--- config.mk ---
export PLATFORM = sky130hd
export DESIGN_NAME = tx_byte_sched
export DESIGN_NICKNAME = d
export VERILOG_FILES = /design/src/rtl/tx_byte_sched.sv
export SDC_FILE = /design/constraint.sdc
export NUM_CORES = 1
export LEC_CHECK = 0
export ABC_AREA = 1
export BUFFER_PORTS_ARGS = -buffer_cell sky130_fd_sc_hd__buf_2
export CORE_AREA = 10 10 91 93
export DETAILED_ROUTE_END_ITERATION = 7
export DIE_AREA = 0 0 101 103
export MAX_ROUTING_LAYER = met4
export SKIP_LAST_GASP = 1
export SLEW_MARGIN = 0
export SYNTH_ARGS = -nofsm -noshare
export SYNTH_HDL_FRONTEND = slang
export SYNTH_SLANG_ARGS = --single-unit
--- constraint.sdc ---
create_clock -name CLK -period 2.1 [get_ports CLK]
set_input_delay 0.21 -clock CLK [delete_from_list [all_inputs] [get_ports CLK]]
set_output_delay 0.21 -clock CLK [all_outputs]
set_load 0.05 [all_outputs]
--- src/rtl/tx_byte_sched.sv ---
// Byte scheduler: buffers ALU and register-file results and feeds them byte-wise to a UART transmitter.
// Define ARB_RR_EN for round-robin arbitration; otherwise the ALU always has priority over RD.
module tx_byte_sched #(
  parameter int unsigned BUSY_TO = 255
) (
  input  logic        CLK,
  input  logic        RST,
  input  logic        OUT_Valid,
  input  logic [15:0] ALU_OUT,
  input  logic        RdData_Valid,
  input  logic [7:0]  RdData,
  input  logic        Busy,
  input  logic        OVF_CLR,
  output logic [7:0]  TX_P_DATA,
  output logic        TX_D_Valid,
  output logic        Sched_Busy,
  output logic        OVF
);

  typedef enum logic [1:0] {IDLE, SEND, WAIT_H, WAIT_L} state_t;

  localparam logic [7:0] TO_LAST = 8'(BUSY_TO - 1);

  state_t      state, state_nxt;
  logic        alu_pend, rd_pend;
  logic [15:0] alu_data;
  logic [7:0]  rd_data;
  logic [15:0] fbuf;
  logic        two_byte, byte_hi;
  logic [7:0]  cnt;
  logic        grant_alu, grant_rd;
  logic        issue, more, ovf_set;
  logic [7:0]  cur_byte;

`ifdef ARB_RR_EN
  logic last_alu;

  // On a tie the source that did not win last time gets the grant.
  assign grant_alu = (state == IDLE) && alu_pend && (!rd_pend || !last_alu);
  assign grant_rd  = (state == IDLE) && rd_pend && !grant_alu;

  always_ff @(posedge CLK or negedge RST) begin
    if (!RST)
      last_alu <= 1'b0;
    else if (grant_alu || grant_rd)
      last_alu <= grant_alu;
  end
`else
  assign grant_alu = (state == IDLE) && alu_pend;
  assign grant_rd  = (state == IDLE) && rd_pend && !alu_pend;
`endif

  assign issue      = (state == SEND) && !Busy;
  assign more       = two_byte && !byte_hi;
  assign cur_byte   = byte_hi ? fbuf[15:8] : fbuf[7:0];
  assign Sched_Busy = (state != IDLE);
  assign ovf_set    = (OUT_Valid && alu_pend && !grant_alu) ||
                      (RdData_Valid && rd_pend && !grant_rd);

  always_comb begin
    state_nxt = state;
    case (state)
      IDLE:    if (grant_alu || grant_rd) state_nxt = SEND;
      SEND:    if (!Busy) state_nxt = WAIT_H;
      WAIT_H:  if (Busy) state_nxt = WAIT_L;
               else if (cnt == TO_LAST) state_nxt = SEND;
      WAIT_L:  if (!Busy) state_nxt = more ? SEND : IDLE;
      default: state_nxt = IDLE;
    endcase
  end

  always_ff @(posedge CLK or negedge RST) begin
    if (!RST)
      state <= IDLE;
    else
      state <= state_nxt;
  end

  // Pending slots: a pulse in the grant cycle refills the slot that is being emptied.
  always_ff @(posedge CLK or negedge RST) begin
    if (!RST) begin
      alu_pend <= 1'b0;
      alu_data <= '0;
      rd_pend  <= 1'b0;
      rd_data  <= '0;
    end else begin
      if (OUT_Valid && (!alu_pend || grant_alu)) begin
        alu_pend <= 1'b1;
        alu_data <= ALU_OUT;
      end else if (grant_alu) begin
        alu_pend <= 1'b0;
      end
      if (RdData_Valid && (!rd_pend || grant_rd)) begin
        rd_pend <= 1'b1;
        rd_data <= RdData;
      end else if (grant_rd) begin
        rd_pend <= 1'b0;
      end
    end
  end

  always_ff @(posedge CLK or negedge RST) begin
    if (!RST) begin
      fbuf     <= '0;
      two_byte <= 1'b0;
      byte_hi  <= 1'b0;
    end else if (grant_alu) begin
      fbuf     <= alu_data;
      two_byte <= 1'b1;
      byte_hi  <= 1'b0;
    end else if (grant_rd) begin
      fbuf     <= {8'h00, rd_data};
      two_byte <= 1'b0;
      byte_hi  <= 1'b0;
    end else if ((state == WAIT_L) && !Busy && more) begin
      byte_hi  <= 1'b1;
    end
  end

  always_ff @(posedge CLK or negedge RST) begin
    if (!RST) begin
      TX_P_DATA  <= 8'h00;
      TX_D_Valid <= 1'b0;
      cnt        <= '0;
    end else begin
      TX_D_Valid <= issue;
      if (issue) begin
        TX_P_DATA <= cur_byte;
        cnt       <= '0;
      end else if ((state == WAIT_H) && !Busy) begin
        cnt <= cnt + 8'd1;
      end
    end
  end

  // Set has priority over clear so a drop in the clear cycle is never lost.
  always_ff @(posedge CLK or negedge RST) begin
    if (!RST)
      OVF <= 1'b0;
    else if (ovf_set)
      OVF <= 1'b1;
    else if (OVF_CLR)
      OVF <= 1'b0;
  end

endmodule

==> impl_metrics.env <==
export IMPL_clock_tree_htree_level_count=3
export IMPL_unrepaired_setup_endpoints_after_global_routing="false"
export IMPL_endpoint_kind="flip-flop"
export IMPL_grt_use_total_pct=12.7
export IMPL_post_place_cells=442
export IMPL_clock_skew_final_ns=0.0116
export IMPL_worst_hold_slack_after_final_layout_ns=0.0655
export IMPL_chipHeight_um=103
export IMPL_criticalPathCategory="flip-flop to flip-flop"
export IMPL_drt_vias_per_instance=4.75
export IMPL_cts_tree="done"
export IMPL_dr_wl_cell_um=13.0
export IMPL_routabilityCongestion=0.847
export IMPL_internal_power_mw=3.06
export IMPL_initial_core_utilization_pct=43.0
export IMPL_period_needed_ns=1.53
export IMPL_drv_cap=0
export IMPL_route_vias_total=2182
export IMPL_cts_root_to_sink_buffers=2
export IMPL_grt_start_max_net_pins=40
export IMPL_io_pins=41
export IMPL_max_freq_ghz=0.655
export IMPL_setup_viol=0
export IMPL_synth_cell_area_um2=2820
export IMPL_power_leakage_nw=1.75
export IMPL_share_seq_of_total_power_pct=39.8
export IMPL_synth_yosys_seq_area_share_pct=56.7
export IMPL_core_area_um2=6570
export IMPL_outcome="finished clean"
export IMPL_postSynthAreaPerCell_um2=8.58
export IMPL_ys_warnings_count=0
export IMPL_hold_path_class="primary input to flip-flop"
export IMPL_power_density_nw_per_um2=1520
export IMPL_reg2regPathDepth=5
export IMPL_post_route_cell_area_um2=3340
export IMPL_layout_drive_gt1_share_pct=17.4
export IMPL_ir_drop_mv=0.868
export IMPL_fillCellCount=664
export IMPL_setup_tns_final_ns=0
export IMPL_timing_rr_start="alu_pend"
export IMPL_max_slew_worst_pin_slew_ns=0.610
export IMPL_hp_start="RdData[6]"
export IMPL_floorplan_die_area_um2=10400
export IMPL_drc_errors=0
export IMPL_crit_fanout=17
export IMPL_dp_hpwl_um=4340
export IMPL_row_count=30
export IMPL_buffer_ports_inserted=40
export IMPL_tightest_slew_margin_relative_to_the_limit_pct=59.4
export IMPL_timing_max_transition_violations_final=0
export IMPL_ys_seq_elements=64
export IMPL_grt_antenna_before_repair=0
export IMPL_initialDrtViolationCount=78
export IMPL_clock_sinks=64
export IMPL_antenna_diode_count=0
export IMPL_grt_first_pass_wirelength_um=10300
export IMPL_area_growth_syn_to_layout_pct=18.2
export IMPL_cp_start_kind="flip-flop"
export IMPL_net_load_switching_power_mw=2.02
export IMPL_drtAntennaViolNets=0
export IMPL_final_core_util_pct=50.8
export IMPL_clock_power_share_pct=23.8
export IMPL_timing_critical_path_required_ns=2.31
export IMPL_most_common_cell_after_layout_fill_and_taps_aside="sky130_fd_sc_hd__nand2_1"
export IMPL_worstReg2RegEnd="fbuf[10]"
export IMPL_layout_cells_non_filler=459
export IMPL_sw_ratio_pct=39.8
export IMPL_placed_cell_area_um2=3090
export IMPL_reg2reg_setup_slack_ns=0.57
export IMPL_synth_cell_type_count=24
export IMPL_layout_common_cells="sky130_fd_sc_hd__nand2_1 (106), sky130_fd_sc_hd__dfrtp_1 (64), sky130_fd_sc_hd__buf_2 (40), sky130_fd_sc_hd__o21ai_0 (37), sky130_fd_sc_hd__inv_1 (30)"
export IMPL_drt_pass1_iter_count=5
export IMPL_sum_of_routed_wire_length_over_all_layers_um=5970
export IMPL_cts_setup_buffers=0
export IMPL_cts_buffers_inserted=9
export IMPL_gr_total_overflow=0
export IMPL_worst_skew_pair_late_latency_ns=0.34
export IMPL_die_w_um=101
export IMPL_hold_violations=0
export IMPL_synth_instances=329
export IMPL_combinational_group_share_of_total_power_pct=36.4
export IMPL_cts_root_buffer_cell="sky130_fd_sc_hd__clkbuf_8"
export IMPL_timing_hold_worst_endpoint="rd_data[6]"
export IMPL_clock_edge_transition_at_the_registers_on_the_reported_setup_and_hold_paths_ns=0.07
export IMPL_post_cts_resized_instances=0
export IMPL_final_nets=406
export IMPL_data_arrival_critical_path_ns=1.73
export IMPL_synthesis_nets=361
export IMPL_worst_hold_path_num_cells=3
export IMPL_fin_crit_sh_pct=72.7
export IMPL_via_count_of_the_first_global_routing_pass=2219
==> layer usage <==
layer / up-vias / wire length [um] / share of wire, % / track usage (%)
met5: - / 0 / 0 / -
met4: 0 / 64 / 1.1 / 4.18
met3: 8 / 285 / 4.8 / 4.69
met2: 48 / 2680 / 45 / 19.1
met1: 972 / 2930 / 49 / 15.6
li1: 1154 / - / - / -
==> cell families (layout without fill, tap and decap cells) <==
logic type                 count (synthesis)  after routing  share of synthesized area, %
buffers and inverters                     41             91                          6.38
adders and majority gates                  2              2                         0.886
AOI/OAI and AO/OA                         66             66                          12.5
DFF                                       64             64                          56.7
and+or+nand+nor                          156            156                          23.4
==> timing repair <==
item | CTS | global route
endpoints found under the setup margin | 0 | 0
hold buffers | 1 | 0
hold endpoints to repair | 25 | 0
==> cell usage after synthesis (all sizes together) <==
master | number | share of area (%)
nand2 | 109 | 15
dfrtp | 64 | 57
o21ai | 37 | 6.6
inv | 31 | 4.1
nand3 | 25 | 4.4
nor2 | 21 | 3.5
a21oi | 17 | 3.0
buf | 8 | 2.0
o22ai | 7 | 1.6
a21boi | 2 | 0.66
clkbuf | 2 | 0.27
ha | 2 | 0.89
a31oi | 1 | 0.22
nand4 | 1 | 0.22
o211ai | 1 | 0.27
o31ai | 1 | 0.27
==> critical path, stage by stage (launching register included) <==
cell                      delay, ns
sky130_fd_sc_hd__dfrtp_1       0.65
sky130_fd_sc_hd__nor2_2        0.10
sky130_fd_sc_hd__nor2_4        0.31
sky130_fd_sc_hd__inv_2         0.17
sky130_fd_sc_hd__nand2_1       0.08
sky130_fd_sc_hd__o21ai_0       0.08
==> metrics by stage <==
stage / setup WS, ns / power, mW
detailed placement: 0.608 / 3.92
CTS: 0.557 / 5.16
global placement: 0.649 / 3.88
floorplan: 0.765 / 3.45
finish: 0.574 / 5.07
global route: 0.408 / 5.54
==> layout make-up <==
type	count	area (um^2)	area share, %
flip-flops and latches	64	1600	48.0
multi-input cells	224	1040	31.2
repair buffers	44	245	7.35
well taps	80	100	3.00
clock buffers	14	173	5.17
inverters	31	116	3.49
clock inverters	2	60.1	1.80
==> worst max-delay path by stage <==
stage | startpoint | endpoint | cells past startpoint
after CTS | state[1] | Sched_Busy | 3
after floorplan | state[0] | rd_data[0] | 6
final | alu_pend | fbuf[10] | 5
after global routing | alu_pend | fbuf[10] | 5
after global placement | alu_pend | fbuf[9] | 5
after detailed placement | alu_pend | fbuf[11] | 5
==> registers in the layout, indices dropped and copies added (netlist names), 2 cells and up <==
register,count
rd_data,8
state,2
cnt,8
TX_P_DATA,8
fbuf,16
alu_data,16
==> power by group through the flow <==
stage	Clock [mW]	Combinational, mW	Sequential (mW)
after CTS	1.24	1.89	2.02
after detailed placement	0	1.88	2.04
after global routing	1.31	2.14	2.09
after floorplan	0	1.25	2.20
final	1.21	1.84	2.02
after global placement	0	1.84	2.04
No activity file was read; power rests on OpenSTA's default activity.
